**src/rtl/io_pinmux.sv**
```systemverilog
// io_pinmux: AHB-lite programmable pad mux, 4 functions per pad, zero wait states.
// Define PINMUX_LOCK_EN to build the sticky LOCK bit that freezes SEL0..SEL3 until reset.

module io_pinmux #(
   parameter int   N_PADS  = 38,
   parameter logic IN_IDLE = 1'b1
) (
   input  logic                  HCLK,
   input  logic                  HRESETn,
   input  logic                  HSEL,
   input  logic [7:0]            HADDR,
   input  logic [1:0]            HTRANS,
   input  logic                  HWRITE,
   input  logic                  HREADY,
   input  logic [31:0]           HWDATA,
   output logic [31:0]           HRDATA,
   output logic                  HREADYOUT,
   output logic                  HRESP,
   input  logic [N_PADS-1:0]     io_in,
   output logic [N_PADS-1:0]     io_out,
   output logic [N_PADS-1:0]     io_oeb,
   input  logic [4*N_PADS-1:0]   fn_out,
   input  logic [4*N_PADS-1:0]   fn_oeb,
   output logic [4*N_PADS-1:0]   fn_in
);

   logic [N_PADS-1:0][1:0] r_sel;
   logic                   r_dp_vld;
   logic                   r_dp_write;
   logic [5:0]             r_dp_addr;
   logic [N_PADS-1:0]      r_sync1;
   logic [N_PADS-1:0]      r_sync2;

   logic                   w_addr_ph;
   logic                   w_wr_sel;
   logic                   w_wr_lock;
   logic                   w_lock;
   logic [31:0]            w_rd_dat;
   logic                   w_unused;

   assign w_addr_ph = HSEL & HREADY & HTRANS[1];

   always_ff @(posedge HCLK or negedge HRESETn) begin
      if (!HRESETn) begin
         r_dp_vld   <= 1'b0;
         r_dp_write <= 1'b0;
         r_dp_addr  <= '0;
      end else begin
         r_dp_vld <= w_addr_ph;
         if (w_addr_ph) begin
            r_dp_addr  <= HADDR[7:2];
            r_dp_write <= HWRITE;
         end
      end
   end

   assign w_wr_sel  = r_dp_vld & r_dp_write & (r_dp_addr[5:2] == 4'd0) & ~w_lock;
   assign w_wr_lock = r_dp_vld & r_dp_write & (r_dp_addr == 6'd4);

   always_ff @(posedge HCLK or negedge HRESETn) begin
      if (!HRESETn) begin
         r_sel <= '0;
      end else if (w_wr_sel) begin
         for (int i = 0; i < N_PADS; i++) begin
            if (r_dp_addr[1:0] == 2'(i / 16))
               r_sel[i] <= HWDATA[2*(i%16) +: 2];
         end
      end
   end

`ifdef PINMUX_LOCK_EN
   logic r_lock;

   // Sticky: only a reset can clear it.
   always_ff @(posedge HCLK or negedge HRESETn) begin
      if (!HRESETn)
         r_lock <= 1'b0;
      else if (w_wr_lock && HWDATA[0])
         r_lock <= 1'b1;
   end

   assign w_lock = r_lock;
`else
   assign w_lock = 1'b0;
`endif

   always_ff @(posedge HCLK or negedge HRESETn) begin
      if (!HRESETn) begin
         r_sync1 <= '0;
         r_sync2 <= '0;
      end else begin
         r_sync1 <= io_in;
         r_sync2 <= r_sync1;
      end
   end

   // PADIN at 0x14 carries pads 0..31; pads 32..63 continue in the word at 0x18.
   always_comb begin
      w_rd_dat = '0;
      if (r_dp_vld && !r_dp_write) begin
         if (r_dp_addr[5:2] == 4'd0) begin
            for (int i = 0; i < N_PADS; i++) begin
               if (r_dp_addr[1:0] == 2'(i / 16))
                  w_rd_dat[2*(i%16) +: 2] = r_sel[i];
            end
         end else if (r_dp_addr == 6'd4) begin
            w_rd_dat[0] = w_lock;
         end else if (r_dp_addr == 6'd5) begin
            for (int i = 0; i < N_PADS && i < 32; i++)
               w_rd_dat[i] = r_sync2[i];
         end else if (r_dp_addr == 6'd6) begin
            for (int i = 32; i < N_PADS; i++)
               w_rd_dat[i-32] = r_sync2[i];
         end
      end
   end

   assign HRDATA    = w_rd_dat;
   assign HREADYOUT = 1'b1;
   assign HRESP     = 1'b0;

   always_comb begin
      io_out = '0;
      io_oeb = '0;
      for (int i = 0; i < N_PADS; i++) begin
         case (r_sel[i])
            2'd0:    begin io_out[i] = fn_out[i];            io_oeb[i] = fn_oeb[i];            end
            2'd1:    begin io_out[i] = fn_out[N_PADS+i];     io_oeb[i] = fn_oeb[N_PADS+i];     end
            2'd2:    begin io_out[i] = fn_out[2*N_PADS+i];   io_oeb[i] = fn_oeb[2*N_PADS+i];   end
            default: begin io_out[i] = fn_out[3*N_PADS+i];   io_oeb[i] = fn_oeb[3*N_PADS+i];   end
         endcase
      end
   end

   always_comb begin
      fn_in = '0;
      for (int f = 0; f < 4; f++) begin
         for (int i = 0; i < N_PADS; i++)
            fn_in[f*N_PADS+i] = (r_sel[i] == 2'(f)) ? io_in[i] : IN_IDLE;
      end
   end

   assign w_unused = ^{HADDR[1:0], HTRANS[0], w_wr_lock};

endmodule

```
**config.mk**
```make
export PLATFORM = sky130hd
export DESIGN_NAME = io_pinmux
export DESIGN_NICKNAME = d
export VERILOG_FILES = /design/src/rtl/io_pinmux.sv
export SDC_FILE = /design/constraint.sdc
export NUM_CORES = 1
export LEC_CHECK = 0
export BUFFER_PORTS_ARGS = -buffer_cell sky130_fd_sc_hd__clkbuf_2
export CORE_AREA = 5 5 253 255
export CTS_CLUSTER_DIAMETER = 120
export CTS_CLUSTER_SIZE = 20
export DETAILED_ROUTE_END_ITERATION = 8
export DIE_AREA = 0 0 258 260
export PLACE_DENSITY = 0.35
export SYNTH_ARGS = -nofsm -noshare
export SYNTH_HDL_FRONTEND = slang
export SYNTH_SLANG_ARGS = --single-unit
```
**constraint.sdc**
```tcl
create_clock -name HCLK -period 1.63 [get_ports HCLK]
set_input_delay 0.163 -clock HCLK [delete_from_list [all_inputs] [get_ports HCLK]]
set_output_delay 0.163 -clock HCLK [all_outputs]
set_load 0.02 [all_outputs]
```
==> impl_metrics.tcl <==
set metrics [dict create \
    synth_flop_cell "dfrtp_1" \
    design.core.area_um2 61400 \
    drive_gt1_frac 0.789 \
    period_needed_ns 2.25 \
    synth_xor_area_frac 0 \
    dp_hpwl_um 38000 \
    crit_arrival_ns 2.09 \
    period_share 1.38 \
    critPathLaunch "r_dp_addr[0]" \
    yosys.area_share.simple 0.165 \
    place_congestion 0.824 \
    ys_types 32 \
    timing.max_cap.violations 0 \
    r2r_setup_slack_ns -0.57 \
    report.final.slew_viol_count 0 \
    synth_most_common_cell "dfrtp_1" \
    final_cells 2391 \
    cp-start-kind "flop" \
    nets 1976 \
    antenna_found_initial 5 \
    place_area_um2 14100 \
    synthTopCellsByArea "dfrtp_1 (43%), mux4_2 (19%), mux2_2 (12%)" \
    numCtsBuffers 17 \
    yosys.area.top_type "dfrtp_1" \
    p_leak_nw 8.63 \
    power_switching_mw 4.90 \
    via_per_inst 4.07 \
    grt_max_degree 49 \
    seqPwrFrac 0.320 \
    syn-num-nets 1109 \
    wirelength_um 50800 \
    root_buffer "clkbuf_16" \
    via_count 9726 \
    grt_pass1_wl_um 72100 \
    hold_viol_final 0 \
    ant_nets 0 \
    dp.cells 2159 \
    synth-edff-count 0 \
    clock_skew_ns 0.00744 \
    tightest_slew_ns 0.573 \
    slew_headroom 0.617 \
    drtIter0Drc 338 \
    timing.fmax_mhz 444 \
    hold_class "in2async" \
    stdcell_area_um2 19300 \
    grtUsageTotal 0.145 \
    synthMuxAreaShare 0.324 \
    synth_fa_ha_area_frac 0 \
    layout_setup_ws_ns -0.622 \
    synth_top_family_by_area "multiplexers" \
    vdd_drop_max_uv 796 \
    path_max_fanout 8 \
    avgRoutedWirePerCell_um 21.2 \
    die_x_um 258 \
    cts_sinks 160 \
    synthArstFlopShare 1.00 \
    clk_pin_slew_ns 0.07 \
    status "finished with violations" \
    reg2reg_to "r_sel[28]" \
    syn_inst 720 \
    die_h_um 260 \
    io_buffers 645 \
    grt_pass1_vias 11022 \
    swShare 0.324 \
    cp.required_ns 1.47 \
    htreeDepth 4 \
    ys_ff_latch 160 \
    rr_worst_depth 9 \
    powerDensity_nw_per_um2 783 \
    power.share.clock 0.280 \
    cts_tree "done" \
    firstDrtPassIters 6 \
    area_growth_pct 109 \
    rsz0062_at_grt "true" \
    insertion_delay_ns 0.48 \
    gr-total-overflow 0 \
    synth_compound_area_frac 0.0393 \
    violations "negative setup slack" \
    ys_top_cells_by_count "dfrtp_1 (160), mux2_2 (100), mux4_2 (76)" \
    yosys_warnings 0 \
    drcViolationCount 0 \
    setup_tns_ns -73.23 \
    r2r-start "r_dp_addr[2]" \
    avgSynthCellArea_um2 12.8 \
    synth_seq_area_share 0.433 \
    cp-end-kind "output port" \
    clock_path_buffers 2 \
    syn_area_um2 9240 \
    synth_top_area_share 0.433 \
    io_pins 651 \
    die_area_um2 67100 \
    path_class "reg2out" \
    power_frac_comb 0.401 \
    rows 91 \
    setup_viol 261 \
    internal-power_mw 10.2 \
    final_core_utilization 0.315 \
    start_util 0.151 \
]
==> placed cells by master, fill, tap and decap left out, drive strengths merged, types with 21 or more instances in the layout <==
cell type	count
nand3	21
nor2	38
mux2	103
clkbuf	472
mux4	76
dlygate4sd3	78
buf	387
or3	38
dfrtp	160
nand2	40
nand3b	58
or3b	38
==> critical path, stage by stage, from the launching register on <==
cell and delay, ns:
dfrtp_2 0.50, buf_12 0.17, buf_12 0.14, mux2_2 0.27, nand3b_1 0.18, a21oi_2 0.21, buf_6 0.13
==> area by class of cell <==
class                      instances  area (µm²)
clock buffer                      18         429
sequential                       160        4080
tap                              790         988
antenna                            2        5.00
inverter                           1        3.75
multi-input combinational        488        5800
timing repair buffer             919        7840
clock inverter                    13         163
fill                            6270       42100
==> cells by family after synthesis <==
logic type | after synthesis
muxes | 191
and+or+nand+nor | 245
buffers and inverters | 72
DFF | 160
AOI/OAI and AO/OA | 50
other | 2
==> repair_timing <==
item,CTS,global route
buffers inserted,88,28
pin swaps,71,57
gates cloned,10,1
setup endpoints to repair,269,296
endpoints found under the hold margin,159,0
gates resized for setup,414,558
hold buffers,78,0
==> registers in the layout (all words and copies together) (netlist names) <==
register and flops:
r_sync2 38, r_sync1 38, r_dp_vld 1, r_dp_write 1, r_sel 76, r_dp_addr 6
==> routing by layer <==
layer  routed length (µm)  vias up  GRT usage
li1                     -     4464          -
met1                21600     4877      0.183
met2                25600      337      0.246
met3                 2930       44     0.0398
met4                  675        4     0.0346
met5                   27        -          0
==> stage by stage <==
step	power, mW	worst slack (ns)	hold WS [ns]
6_report	15.1	-0.622	0.223
2_1_floorplan	6.93	-0.110	-0.133
3_3_place_gp	8.96	-0.274	0.179
4_1_cts	14.5	-0.684	0.208
3_5_place_dp	8.97	-0.309	0.186
5_1_grt	15.9	-0.728	0.232
==> power groups by stage <==
stage | Sequential [mW] | Clock (mW) | Combinational (mW)
6_report | 4.83 | 4.23 | 6.06
5_1_grt | 4.90 | 4.58 | 6.42
4_1_cts | 4.86 | 4.45 | 5.19
3_5_place_dp | 4.92 | 0 | 4.05
3_3_place_gp | 4.92 | 0 | 4.04
2_1_floorplan | 4.55 | 0 | 2.38
==> how the worst max path moves through the flow <==
stage	endpoint	slack, ns	cells past startpoint
after floorplan	r_sel[14]	-0.11	4
after global placement	HRDATA[18]	-0.27	5
after detailed placement	r_sel[62]	-0.31	5
after CTS	HRDATA[10]	-0.68	6
after global routing	HRDATA[16]	-0.73	6
final	HRDATA[16]	-0.62	6
(Power assumes the default switching activity.)
